File: config.mk
export PLATFORM = sky130hd
export DESIGN_NAME = noise_envelope
export DESIGN_NICKNAME = d
export VERILOG_FILES = /design/src/rtl/noise_envelope.sv
export SDC_FILE = /design/constraint.sdc
export NUM_CORES = 1
export LEC_CHECK = 0
export BUFFER_PORTS_ARGS = -buffer_cell sky130_fd_sc_hd__buf_2
export CAP_MARGIN = 20
export CORE_MARGIN = 4
export CORE_UTILIZATION = 56
export DETAILED_ROUTE_END_ITERATION = 16
export PLACE_DENSITY = 0.79
export SLEW_MARGIN = 20
export SYNTH_ARGS = -nofsm -noshare
export SYNTH_HDL_FRONTEND = slang
export SYNTH_SLANG_ARGS = --single-unit
File: constraint.sdc
create_clock -name CLK -period 6.85 [get_ports CLK]
set_input_delay 1.37 -clock CLK [delete_from_list [all_inputs] [get_ports CLK]]
set_output_delay 1.37 -clock CLK [all_outputs]
set_load 0.02 [all_outputs]
File: src/rtl/noise_envelope.sv
// Amplitude envelope for the noise voice: an ADSR level generator driven by an
// envelope-tick prescaler, multiplied into the 6-bit noise sample stream.
module noise_envelope #(
  parameter int unsigned PRESCALE = 256
) (
  input  logic       CLK,
  input  logic       RST,
  input  logic [5:0] Sample,
  input  logic       KeyOn,
  input  logic       KeyOff,
  input  logic [3:0] AttackRate,
  input  logic [3:0] DecayRate,
  input  logic [3:0] SustainLvl,
  input  logic [3:0] ReleaseRate,
  output logic [5:0] Output,
  output logic [5:0] Level,
  output logic [2:0] Phase,
  output logic       Busy
);

  localparam int unsigned PW       = (PRESCALE > 1) ? $clog2(PRESCALE) : 1;
  localparam logic [5:0]  LVL_MAX  = 6'd63;

  typedef enum logic [2:0] {
    IDLE    = 3'd0,
    ATTACK  = 3'd1,
    DECAY   = 3'd2,
    SUSTAIN = 3'd3,
    RELEASE = 3'd4
  } phase_t;

  logic [PW-1:0] presc;
  logic          tick_c;
  phase_t        phase_q, phase_n;
  logic [5:0]    level_n;
  logic [3:0]    cnt_q, cnt_n;
  logic [3:0]    rate_c;
  logic          step_c;
  logic [5:0]    target_c;
  logic [5:0]    scaled_c;

  assign tick_c   = (presc == PW'(PRESCALE - 1));
  assign target_c = {SustainLvl, 2'b00};
  assign scaled_c = 6'((12'(Sample) * 12'(Level)) >> 6);
  assign Phase    = phase_q;

  // Free-running envelope-tick prescaler; the tick fires on the edge it wraps to 0.
  always_ff @(posedge CLK) begin
    if (RST) begin
      presc <= '0;
    end else if (tick_c) begin
      presc <= '0;
    end else begin
      presc <= presc + PW'(1);
    end
  end

  // Next-state, level and step-counter logic for the ADSR sequencer.
  always_comb begin
    phase_n = phase_q;
    level_n = Level;
    cnt_n   = cnt_q;
    rate_c  = ReleaseRate;
    step_c  = 1'b0;

    case (phase_q)
      ATTACK:  rate_c = AttackRate;
      DECAY:   rate_c = DecayRate;
      default: rate_c = ReleaseRate;
    endcase
    step_c = tick_c && (cnt_q == rate_c);

    if (KeyOn) begin
      phase_n = ATTACK;
      cnt_n   = '0;
    end else if (KeyOff && (phase_q == ATTACK || phase_q == DECAY || phase_q == SUSTAIN)) begin
      phase_n = RELEASE;
      cnt_n   = '0;
    end else begin
      case (phase_q)
        ATTACK: begin
          if (Level == LVL_MAX) begin
            phase_n = DECAY;
            cnt_n   = '0;
          end else if (tick_c) begin
            if (step_c) begin
              level_n = Level + 6'd1;
              cnt_n   = '0;
              if (Level == LVL_MAX - 6'd1) begin
                phase_n = DECAY;
              end
            end else begin
              cnt_n = cnt_q + 4'd1;
            end
          end
        end
        DECAY: begin
          if (Level <= target_c) begin
            phase_n = SUSTAIN;
            cnt_n   = '0;
          end else if (tick_c) begin
            if (step_c) begin
              level_n = Level - 6'd1;
              cnt_n   = '0;
            end else begin
              cnt_n = cnt_q + 4'd1;
            end
          end
        end
        SUSTAIN: begin
          cnt_n = '0;
        end
        RELEASE: begin
          if (Level == 6'd0) begin
            phase_n = IDLE;
            cnt_n   = '0;
          end else if (tick_c) begin
            if (step_c) begin
              level_n = Level - 6'd1;
              cnt_n   = '0;
            end else begin
              cnt_n = cnt_q + 4'd1;
            end
          end
        end
        IDLE: begin
          cnt_n = '0;
        end
        default: begin
          phase_n = IDLE;
          cnt_n   = '0;
        end
      endcase
    end
  end

  // State, level, busy and shaped-output registers; reset overrides everything.
  always_ff @(posedge CLK) begin
    if (RST) begin
      phase_q <= IDLE;
      Level   <= '0;
      cnt_q   <= '0;
      Busy    <= 1'b0;
      Output  <= '0;
    end else begin
      phase_q <= phase_n;
      Level   <= level_n;
      cnt_q   <= cnt_n;
      Busy    <= (phase_n != IDLE);
      Output  <= (Level == LVL_MAX) ? Sample : scaled_c;
    end
  end

endmodule

==> impl_summary.txt, run 1 <==
----------------------------------------------------
[Outcome]
  Outcome ... finished, final reports clean

[Die]
  Die outline height ... 81.26 um
  Top Ports ... 42
  Area of the core region ... 5140 um^2
  Die ar. ... 6603 um^2
  Die Width ... 81.26 um
  Number of rows created at floorplan ... 26
  Initial standard-cell utilization of the core ... 58.47%

[Placed design]
  Final weighted congestion in routability-driven placement ... 0.9238
  Number of port buffers ... 41
  Hpwl dp ... 5476 um

[Logic synthesis]
  Yosys top cell by area ... sky130_fd_sc_hd__dfxtp_1
  Sequential share of the synthesized area ... 18.65%
  Post-synthesis register bit count ... 28
  Multiplexer fraction of the synthesized cell area ... 1.332%
  Fraction of the mapped netlist area in adder cells ... 22.56%
  Async S/R FF share, synth ... 0%
  Number of warning messages in the yosys log ... 0
  Main synth FF type ... sky130_fd_sc_hd__dfxtp_1
  Synth unique cells ... 66
  Count of mapped cells out of synthesis ... 363
  Combinational family with the most area after synthesis ... simple AND/OR/NAND/NOR gates
  Number of enable flip-flop cells after synthesis ... 0
  Mean area per synthesized cell ... 8.279 um^2
  Synthesized net count ... 433
  Compound-Gate Fraction of Synth Area ... 19.82%
  Largest cells by area after synthesis ... sky130_fd_sc_hd__dfxtp_1 (19%), sky130_fd_sc_hd__fa_1 (11%), sky130_fd_sc_hd__ha_1 (11%)
  Proportion of netlist area held by the largest area contributor ... 18.65%
  Cell area after synthesis ... 3005 um^2
  Xor and xnor area share after synthesis ... 5.246%
  Simple logic cell fraction of the synthesized area ... 26.10%

[Power and ir drop]
  Peak supply drop ... 99.31 uV
  Leakage power figure ... 1.520 nW
  Ratio of total power to cell area ... 106.4 nW/um^2

[Layout]
  Number of filler cells placed in the layout ... 484
  Nets ... 463
  Synthesis-to-layout area growth ... 9.825%
  Number of inserted diodes ... 0
  Share of cells above drive strength 1 ... 13.52%
  Final Util ... 64.22%

[Setup path]
  Slowest stage delay, CP ... 0.54 ns
  Destination of the worst register-to-register timing path ... Output[4]
  CP cell instances ... buf_2 -> and2_1 -> fa_1 -> inv_1 -> fa_1 -> fa_1 -> inv_1 -> ha_1 -> nand4_1 -> o21ai_0 -> a21oi_1 -> o21bai_1 -> nor4b_1 -> a211o_1
  Cell depth of the worst flop-to-flop path ... 13
  Data arrival time of the critical path ... 4.80 ns
  Worst setup EP type ... flop
  Data required time at the worst endpoint ... 7.04 ns
  Largest fanout on the critical path ... 7
  Most prevalent standard cell on the critical path ... sky130_fd_sc_hd__fa_1
  Kind of critical path ... primary input to flop
  End point of the critical path ... Output[4]
  Worst reg-to-reg setup slack ... 2.77 ns
  Startpoint class of the critical path ... primary input
  CP max-delay cell ... sky130_fd_sc_hd__fa_1
  Critical Path Source ... Sample[3]
  Launching point of the worst reg2reg path ... Level[1]

[STA]
  Number of slew-limit violations in the final report ... 0
  Period Utilization, post-route ... 67.42%
  Post-layout minimum cycle time ... 4.618 ns
  Final-report setup violation count ... 0
  Worst Skew ... 0.001993 ns
  Final sum of negative setup slack ... 0 ns
  Highest clock rate ... 216.5 MHz
  Setup repair after global routing missed its margin ... no
  Least-Margin Pin Slew ... 0.9132 ns
  Slew Limit Headroom ... 38.90%
  Final hold vios ... 0

[Worst hold path]
  Classification of the worst-slack hold path ... flop to flop

[Clock network]
  Number of resized instances in the post-cts repair step ... 0
  Clock sink count ... 28
  CTS clk-pin slew, worst paths ... 0.11 ns
  Later-pin clock latency in the skew report ... 0.28 ns
  Number of post-CTS setup repair buffers ... 0
  Clock tree from TritonCTS ... built
  Hold-fix buffers, CTS ... 0
  Root Buffer Master ... sky130_fd_sc_hd__clkbuf_8
  Number of levels in the clock H-tree ... 1
  Number of buffers inserted during clock tree synthesis ... 3
  Number of buffers between clock root and the deepest sink ... 2

[Global route]
  Largest net degree at the start of global routing ... 32
  Overflow left after global routing ... 0
  Global router's overall resource usage ... 23.13%
  Number of global-route vias before repair ... 2631
  Wire length of the first global-routing pass ... 12190 um
  Antenna violations before repair ... 0

[Route]
  Average detailed-routed wire length per instance ... 15.76 um
  Per-cell via count in the routed design ... 6.000
  Antenna Nets Post-Route ... 0
  First-pass detailed-route iteration total ... 4
  Remaining DRCs ... 0
  DR vias ... 2772
  First-iteration detailed-routing DRC count ... 189
  Total detailed-routing wirelength ... 7280 um

[Job]
  Max-cap violation count ... 0

----------------------------------------------------
==> placed cells by master (no fill, tap or decap), types with 3 or more instances in the layout <==
cell type | Yosys | routed
sky130_fd_sc_hd__mux2i_1 | 4 | 4
sky130_fd_sc_hd__xor2_1 | 9 | 9
sky130_fd_sc_hd__a2111oi_0 | 4 | 4
sky130_fd_sc_hd__nor2_1 | 27 | 27
sky130_fd_sc_hd__o211ai_1 | 3 | 3
sky130_fd_sc_hd__a211o_1 | 3 | 3
sky130_fd_sc_hd__ha_1 | 27 | 27
sky130_fd_sc_hd__a32oi_1 | 5 | 5
sky130_fd_sc_hd__fa_1 | 17 | 17
sky130_fd_sc_hd__xnor2_1 | 9 | 9
sky130_fd_sc_hd__inv_1 | 32 | 32
sky130_fd_sc_hd__nand3_1 | 6 | 6
sky130_fd_sc_hd__o21ai_0 | 5 | 5
sky130_fd_sc_hd__nor4_1 | 3 | 3
sky130_fd_sc_hd__and2_1 | 21 | 21
sky130_fd_sc_hd__nand2_1 | 32 | 32
sky130_fd_sc_hd__clkbuf_8 | 0 | 3
sky130_fd_sc_hd__o41ai_1 | 3 | 3
sky130_fd_sc_hd__and3_1 | 7 | 7
sky130_fd_sc_hd__dfxtp_1 | 28 | 28
sky130_fd_sc_hd__nor3_1 | 6 | 6
sky130_fd_sc_hd__nand2b_1 | 5 | 5
sky130_fd_sc_hd__and4_1 | 3 | 3
sky130_fd_sc_hd__buf_2 | 4 | 41
sky130_fd_sc_hd__nor2b_1 | 11 | 11
sky130_fd_sc_hd__a21oi_1 | 16 | 16
sky130_fd_sc_hd__o21ai_1 | 5 | 5
sky130_fd_sc_hd__a21o_1 | 5 | 5
sky130_fd_sc_hd__nand4_1 | 6 | 6
==> worst max-delay path: cells and delay by family <==
| kind | cells | cell delay (ns) |
|---|---|---|
| adders and majority gates | 4 | 1.83 |
| buffers and inverters | 3 | 0.22 |
| AOI/OAI and AO/OA | 4 | 1.06 |
| and+or+nand+nor | 3 | 0.33 |
==> report_power, final <==
| group | internal [mW] | total, mW | switching, mW | leakage [nW] |
|---|---|---|---|---|
| clock | 0.0784 | 0.136 | 0.0580 | 0.0357 |
| sequential | 0.165 | 0.169 | 0.00381 | 0.227 |
| combinational | 0.0183 | 0.0459 | 0.0276 | 1.26 |
==> per-layer routing <==
layer	GRT usage (%)	wire (um)	vias up
li1	-	-	1353
met1	29.92	3108	1314
met2	39.74	3624	93
met3	3.880	445	12
met4	5.912	101	0
met5	0	0	-
==> metrics by stage <==
stage | hold WS, ns | instance area [um^2] | instances | power (mW) | worst slack [ns]
CTS | 0.4852 | 3301 | 462 | 0.3511 | 2.257
finish | 0.4834 | 3301 | 462 | 0.3513 | 2.232
detailed placement | 0.4600 | 3229 | 458 | 0.2178 | 1.951
global placement | 0.4447 | 3229 | 458 | 0.2167 | 2.019
floorplan | 0.4264 | 3005 | 363 | 0.1996 | 2.322
global route | 0.5317 | 3301 | 462 | 0.3622 | 2.025
==> synth_stat cells (6+ instances only) <==
cell type and count:
sky130_fd_sc_hd__ha_1 27, sky130_fd_sc_hd__clkbuf_1 10, sky130_fd_sc_hd__nand4_1 6, sky130_fd_sc_hd__nor2b_1 11, sky130_fd_sc_hd__fa_1 17, sky130_fd_sc_hd__nor3_1 6
sky130_fd_sc_hd__dfxtp_1 28, sky130_fd_sc_hd__xor2_1 9, sky130_fd_sc_hd__inv_1 32, sky130_fd_sc_hd__and2_1 21, sky130_fd_sc_hd__nand2_1 32, sky130_fd_sc_hd__nand3_1 6
sky130_fd_sc_hd__xnor2_1 9, sky130_fd_sc_hd__nor2_1 27, sky130_fd_sc_hd__a21oi_1 16, sky130_fd_sc_hd__and3_1 7
==> how the worst min path moves through the flow <==
stage                   from        to  cells past startpoint
finish              presc[0]  presc[0]                      1
global route        presc[0]  presc[0]                      1
CTS                 presc[0]  presc[0]                      1
detailed placement  presc[0]  presc[0]                      1
global placement    presc[0]  presc[0]                      1
floorplan           presc[0]  presc[0]                      1
==> registers in the layout, summed over array words and instances, names as in the netlist <==
name / cells
Phase: 3
presc: 8
Busy: 1
Level: 6
Output: 6
cnt_q: 4
==> final cells by class <==
cell class	count	area (um^2)	area share, %
repair buffers	41	205.2	6.217
multi-input cells	287	2256	68.35
inverters	32	120.1	3.639
clock inverters	1	30.03	0.9098
well taps	70	87.58	2.654
flip-flops and latches	28	560.5	16.98
clock buffers	3	41.29	1.251
==> cell families after synthesis <==
family / Yosys count
xor gates and xnor gates: 18
and+or+nand+nor: 143
muxes: 4
buffers and inverters: 48
DFF: 28
AOI/OAI and AO/OA: 78
adders and majority gates: 44
No activity file was read; power rests on OpenSTA's default activity.
==> inputs of run 2 (changes only) <==
==> constraint.sdc (replaced) <==
create_clock -name CLK -period 4.4 [get_ports CLK]
set_input_delay 0.88 -clock CLK [delete_from_list [all_inputs] [get_ports CLK]]
set_output_delay 0.88 -clock CLK [all_outputs]
set_load 0.02 [all_outputs]
==> run 2 against run 1 <==
Routed wire length decreased by 1.7%. Setup slack got worse by 1.9 ns. Sequential cell count is the same. Clock power is 54% higher. Clock skew rose by 0.0019 ns. Sequential power rose by 56%. Global-route usage shrank 0.22 points. Combinational power rose by 56%. Utilization up 0.88 points. Critical path depth did not move. First-iteration DRC count decreased by 54%. Critical endpoint is now Output[5]. Largest cell class unchanged. Largest power group unchanged.
==> impl_summary.txt, run 2 (same netlist as run 1, synthesis figures left out) <==
----------------------------------------------------
[Clock network]
  Number of levels in the clock H-tree ... 1 (unchanged)
  Root Buffer Master ... sky130_fd_sc_hd__clkbuf_8
  CTS clk-pin slew, worst paths ... 0.10 ns (about the same)
  Clock sink count ... 28 (unchanged)
  Later-pin clock latency in the skew report ... 0.28 ns (about the same)
  Number of post-CTS setup repair buffers ... 0 (unchanged)
  Number of buffers inserted during clock tree synthesis ... 3 (unchanged)
  Hold-fix buffers, CTS ... 0 (unchanged)
  Number of buffers between clock root and the deepest sink ... 2 (unchanged)
  Number of resized instances in the post-cts repair step ... 0 (unchanged)
  Clock tree from TritonCTS ... built

[Global route]
  Global router's overall resource usage ... 22.91% (-0.22 points)
  Wire length of the first global-routing pass ... 12090 um (-0.80%)
  Overflow left after global routing ... 0 (unchanged)
  Largest net degree at the start of global routing ... 32 (unchanged)
  Antenna violations before repair ... 0 (unchanged)
  Number of global-route vias before repair ... 2703 (+2.7%)

[Setup path]
  Destination of the worst register-to-register timing path ... Output[5]
  Largest fanout on the critical path ... 7 (unchanged)
  Worst setup EP type ... flop
  Data arrival time of the critical path ... 4.28 ns (-0.52 ns)
  Cell depth of the worst flop-to-flop path ... 12 (-1)
  Worst reg-to-reg setup slack ... 0.41 ns (-2.36 ns)
  Startpoint class of the critical path ... primary input
  Kind of critical path ... primary input to flop
  Launching point of the worst reg2reg path ... Level[5]
  Data required time at the worst endpoint ... 4.60 ns (-2.44 ns)

[Route]
  Antenna Nets Post-Route ... 0 (unchanged)
  First-pass detailed-route iteration total ... 4 (unchanged)
  Average detailed-routed wire length per instance ... 15.29 um (-3.0%)
  Remaining DRCs ... 0 (unchanged)
  DR vias ... 2765 (-0.25%)
  First-iteration detailed-routing DRC count ... 86 (-54%)
  Total detailed-routing wirelength ... 7156 um (-1.7%)
  Per-cell via count in the routed design ... 5.908 (-1.5%)

[Layout]
  Register bank with the most flops ... presc
  Summed area of non-filler cells in the final layout ... 3346 um^2 (+1.4%)
  Nets ... 469 (+1.3%)
  Final Util ... 65.09% (+0.88 points)
  Share of cells above drive strength 1 ... 14.82% (+1.3 points)
  Number of inserted diodes ... 0 (unchanged)
  Post-Layout Cell Count ... 468 (+1.3%)
  Most frequent cells in the layout ... sky130_fd_sc_hd__buf_2 (41), sky130_fd_sc_hd__inv_1 (32), sky130_fd_sc_hd__nand2_1 (32)
  Synthesis-to-layout area growth ... 11.32%
  Largest regs ... presc x8, Level x6, Output x6
  Most common cell after layout, fill and taps aside ... sky130_fd_sc_hd__buf_2
  Flip-flop count of the largest register, all copies and words added ... 8 (unchanged)

[STA]
  Highest clock rate ... 244.6 MHz
  Worst Skew ... 0.003852 ns (+0.001860 ns)
  Period Utilization, post-route ... 92.90%
  Least-Margin Pin Slew ... 0.6555 ns (-0.2577 ns)
  Setup repair after global routing missed its margin ... no
  Final-report setup violation count ... 0 (unchanged)
  Post-layout minimum cycle time ... 4.088 ns
  Final sum of negative setup slack ... 0 ns (unchanged)
  Worst hold slack after final layout ... 0.4689 ns (-0.01445 ns)
  Number of slew-limit violations in the final report ... 0 (unchanged)
  Fin worst setup slack ... 0.3123 ns (-1.920 ns)
  Slew Limit Headroom ... 56.30% (+17 points)
  Final hold vios ... 0 (unchanged)

[Die]
  Top Ports ... 42 (unchanged)
  Area of the core region ... 5140 um^2 (unchanged)
  Number of rows created at floorplan ... 26 (unchanged)
  Die Width ... 81.26 um (unchanged)
  Die ar. ... 6603 um^2 (unchanged)
  Initial standard-cell utilization of the core ... 58.47% (unchanged)
  Die outline height ... 81.26 um (unchanged)

[Worst hold path]
  Worst hold endpoint ... presc[0]
  Classification of the worst-slack hold path ... flop to flop
  Cell count of the worst hold path ... 1 (unchanged)
  Launch instance of the worst min-delay path ... presc[0]

[Placed design]
  Total cell area at the placement stage ... 3274 um^2 (+1.4%)
  Dpl cells ... 464 (+1.3%)
  Worst setup slack after placement ... 0.01870 ns (-1.932 ns)
  Final weighted congestion in routability-driven placement ... 0.9052 (-2.0%)
  Number of port buffers ... 41 (unchanged)
  Hpwl dp ... 5488 um (+0.23%)

[Outcome]
  Outcome ... finished, final reports clean

[Power and ir drop]
  Total power of the final layout ... 0.5438 mW (+55%)
  Ratio of total power to cell area ... 162.5 nW/um^2 (+53%)
  Leakage power figure ... 1.550 nW (+2.0%)
  Peak supply drop ... 164.4 uV (+66%)

[Job]
  Max-cap violation count ... 0 (unchanged)

----------------------------------------------------
==> run 2: power by group <==
group | switching [mW] | leakage, nW | total, mW | internal (mW)
Clock | 0.0877 | 0.0357 | 0.210 | 0.122
Combinational | 0.0431 | 1.29 | 0.0715 | 0.0284
Sequential | 0.00567 | 0.227 | 0.263 | 0.257
Total | 0.136 | 1.55 | 0.544 | 0.407
==> run 2: critical path: stages <==
cell and delay [ns]:
sky130_fd_sc_hd__buf_2 0.14, sky130_fd_sc_hd__and2_1 0.18, sky130_fd_sc_hd__fa_1 0.53, sky130_fd_sc_hd__inv_1 0.05, sky130_fd_sc_hd__fa_1 0.46, sky130_fd_sc_hd__fa_1 0.54, sky130_fd_sc_hd__inv_1 0.04, sky130_fd_sc_hd__ha_1 0.28
sky130_fd_sc_hd__nand4_1 0.07, sky130_fd_sc_hd__o21ai_0 0.34, sky130_fd_sc_hd__a21oi_1 0.18, sky130_fd_sc_hd__o21ai_0 0.30, sky130_fd_sc_hd__xnor2_1 0.10, sky130_fd_sc_hd__o31ai_1 0.19
==> run 2: routing by layer <==
metal,track usage (%),wire length [um],vias up
met2,39.25,3560,69
met5,0,0,-
li1,-,-,1370
met1,29.98,3222,1318
met4,6.250,74,0
met3,3.215,299,8
==> run 2: worst max path at each step <==
stage | start | end | slack (ns)
final | Sample[3] | Output[5] | 0.31
after floorplan | Sample[3] | Output[2] | 0.36
after global placement | Sample[3] | Output[4] | 0.08
after global routing | Sample[3] | Output[4] | 0.02
after CTS | Sample[3] | Output[4] | 0.32
after detailed placement | Sample[3] | Output[4] | 0.02
==> run 2: layout make-up <==
cell class,count,area [um^2]
clock buffers,3,41.29
clock inverters,1,30.03
fillers,478,1794
inverters,32,120.1
multi-input cells,287,2256
flip-flops and latches,28,560.5
well taps,70,87.58
repair buffers,47,250.2
==> inputs of run 3 (changes only) <==
--- a/config.mk
+++ b/config.mk
@@ -7,8 +7,9 @@
 export LEC_CHECK = 0
 export BUFFER_PORTS_ARGS = -buffer_cell sky130_fd_sc_hd__buf_2
 export CAP_MARGIN = 20
-export CORE_MARGIN = 4
+export CORE_MARGIN = 8
 export CORE_UTILIZATION = 56
+export CTS_BUF_LIST = sky130_fd_sc_hd__clkbuf_4 sky130_fd_sc_hd__clkbuf_8
 export DETAILED_ROUTE_END_ITERATION = 16
 export PLACE_DENSITY = 0.79
 export SLEW_MARGIN = 20
==> run 3 against run 2 <==
Via count is 0.11% lower. Sequential share of layout area decreased by 0.15 points. Utilization is 0.58 points higher. Maximum frequency shrank 0.21%. Cell area grew 0.90%. Die area increased by 21%. Worst hold slack improved by 0.0080 ns. Setup slack got worse by 0.0086 ns. Sequential cell count did not move. Final cell count grew 0.85%. Critical endpoint is now Output[4]. Largest cell class unchanged. Largest power group unchanged. Highest routed layer unchanged.
==> impl_summary.txt, run 3 (same netlist as run 1, synthesis figures left out) <==
----------------------------------------------------
[Die]
  Die outline height ... 89.26 um (+9.8%)
  Number of rows created at floorplan ... 26 (unchanged)
  Die Width ... 89.26 um (+9.8%)
  Area of the core region ... 5140 um^2 (unchanged)
  Top Ports ... 42 (unchanged)
  Die ar. ... 7967 um^2 (+21%)
  Initial standard-cell utilization of the core ... 58.47% (unchanged)

[Job]
  Max-cap violation count ... 0 (unchanged)

[Setup path]
  Data required time at the worst endpoint ... 4.57 ns (-0.03 ns)
  Startpoint class of the critical path ... primary input
  CP max-delay cell ... sky130_fd_sc_hd__fa_1
  Worst setup EP type ... flop
  Largest fanout on the critical path ... 4 (-3)
  CP cell instances ... buf_2 -> and2_1 -> fa_1 -> inv_1 -> fa_1 -> fa_1 -> inv_1 -> ha_1 -> nand4_1 -> o21ai_0 -> a21oi_1 -> buf_4 -> o21bai_1 -> nor4b_1 -> a211o_1
  Kind of critical path ... primary input to flop
  Most prevalent standard cell on the critical path ... sky130_fd_sc_hd__fa_1
  Slowest stage delay, CP ... 0.54 ns (about the same)
  Data arrival time of the critical path ... 4.27 ns (about the same)

[Clock network]
  Clock sink count ... 28 (unchanged)
  Clock tree from TritonCTS ... built
  Later-pin clock latency in the skew report ... 0.27 ns (about the same)
  Number of levels in the clock H-tree ... 1 (unchanged)
  Number of buffers inserted during clock tree synthesis ... 3 (unchanged)
  CTS clk-pin slew, worst paths ... 0.10 ns (about the same)
  Number of post-CTS setup repair buffers ... 0 (unchanged)
  Root Buffer Master ... sky130_fd_sc_hd__clkbuf_8
  Number of buffers between clock root and the deepest sink ... 2 (unchanged)
  Hold-fix buffers, CTS ... 0 (unchanged)
  Number of resized instances in the post-cts repair step ... 0 (unchanged)

[STA]
  Final-report setup violation count ... 0 (unchanged)
  Slew Limit Headroom ... 57.76% (+1.5 points)
  Least-Margin Pin Slew ... 0.6327 ns (-0.02283 ns)
  Worst Skew ... 0.002213 ns (-0.001640 ns)
  Final sum of negative setup slack ... 0 ns (unchanged)
  Final hold vios ... 0 (unchanged)
  Highest clock rate ... 244.1 MHz (-0.21%)
  Post-layout minimum cycle time ... 4.096 ns (+0.008560 ns)
  Number of slew-limit violations in the final report ... 0 (unchanged)
  Period Utilization, post-route ... 93.10% (+0.19 points)
  Setup repair after global routing missed its margin ... no

[Layout]
  Register bank with the most flops ... presc
  Nets ... 473 (+0.85%)
  Synthesis-to-layout area growth ... 12.32%
  Most common cell after layout, fill and taps aside ... sky130_fd_sc_hd__buf_2
  Number of inserted diodes ... 0 (unchanged)
  Share of cells above drive strength 1 ... 15.67% (+0.85 points)
  Flip-flop count of the largest register, all copies and words added ... 8 (unchanged)
  Most frequent cells in the layout ... sky130_fd_sc_hd__buf_2 (41), sky130_fd_sc_hd__inv_1 (32), sky130_fd_sc_hd__nand2_1 (32)
  Post-Layout Cell Count ... 472 (+0.85%)
  Largest regs ... presc x8, Level x6, Output x6
  Number of filler cells placed in the layout ... 455 (-4.8%)
  Sequential standard cell area ... 560.5 um^2 (unchanged)
  Multi-input logic area ... 2256 um^2 (unchanged)
  Summed area of non-filler cells in the final layout ... 3376 um^2 (+0.90%)

[Placed design]
  Final weighted congestion in routability-driven placement ... 0.8990 (-0.68%)
  Total cell area at the placement stage ... 3304 um^2 (+0.92%)
  Number of port buffers ... 41 (unchanged)
  Dpl cells ... 468 (+0.86%)
  Hpwl dp ... 5786 um (+5.4%)

[Global route]
  Overflow left after global routing ... 0 (unchanged)
  Number of global-route vias before repair ... 2768 (+2.4%)
  Antenna violations before repair ... 0 (unchanged)
  Wire length of the first global-routing pass ... 12600 um (+4.2%)
  Largest net degree at the start of global routing ... 32 (unchanged)
  Global router's overall resource usage ... 19.57% (-3.3 points)

[Outcome]
  Outcome ... finished, final reports clean

[Route]
  Total detailed-routing wirelength ... 7247 um (+1.3%)
  Antenna Nets Post-Route ... 0 (unchanged)
  DR vias ... 2762 (-0.11%)
  Per-cell via count in the routed design ... 5.852 (-0.96%)
  First-pass detailed-route iteration total ... 4 (unchanged)
  Remaining DRCs ... 0 (unchanged)
  First-iteration detailed-routing DRC count ... 179 (+110%)
  Average detailed-routed wire length per instance ... 15.35 um (+0.41%)

[Power and ir drop]
  Total power of the final layout ... 0.5380 mW (-1.1%)
  Peak supply drop ... 117.8 uV (-28%)
  Leakage power figure ... 1.572 nW (+1.4%)
  Ratio of total power to cell area ... 159.4 nW/um^2 (-1.9%)

[Worst hold path]
  Classification of the worst-slack hold path ... flop to flop

----------------------------------------------------
==> run 3: cell count changes in the layout (fill, tap and decap cells not counted), sizes merged <==
| cell | delta |
|---|---|
| buf | +4 |
==> run 3: worst paths after layout <==
check	from	to	slack [ns]	depth (start not counted)
max	Sample[3]	Output[4]	0.30	15
min reg2reg	presc[0]	presc[0]	0.48	1
max reg2reg	Level[4]	Output[4]	0.46	13
min	presc[0]	presc[0]	0.48	1
==> run 3: metrics by stage <==
stage | worst slack [ns] | hold WS [ns] | utilization (%)
final | 0.3037 | 0.4770 | 65.68
after floorplan | 0.3620 | 0.4264 | -
after detailed placement | -0.01035 | 0.4579 | 64.29
after global placement | 0.05421 | 0.4471 | 64.29
after CTS | 0.2941 | 0.4811 | 65.68
after global routing | 0.02153 | 0.5234 | 65.68
==> run 3: power by group <==
group          total (mW)  internal (mW)  switching, mW
Sequential          0.263          0.257        0.00586
Combinational      0.0726         0.0297         0.0429
Clock               0.203          0.122         0.0808
Total               0.538          0.408          0.130
==> run 3: area by class of cell <==
class / instances / area share [%]
clock buffers: 3 / 1.223
clock inverters: 1 / 0.8895
inverters: 32 / 3.558
multi-input cells: 287 / 66.83
flip-flops and latches: 28 / 16.60
well taps: 70 / 2.595
repair buffers: 51 / 8.302
==> run 3: metal layers <==
| metal | track usage [%] | share of wire, % |
|---|---|---|
| met1 | 23.82 | 43 |
| met2 | 35.42 | 50 |
| met3 | 2.665 | 5.8 |
| met4 | 4.230 | 0.83 |
| met5 | 0 | 0 |
==> run 3: critical path: cells and delay by family <==
kind / cells / cell delay, ns
buf+inv: 4 / 0.37
fa+ha+maj: 4 / 1.82
simple gates: 3 / 0.31
compound gates: 4 / 0.87
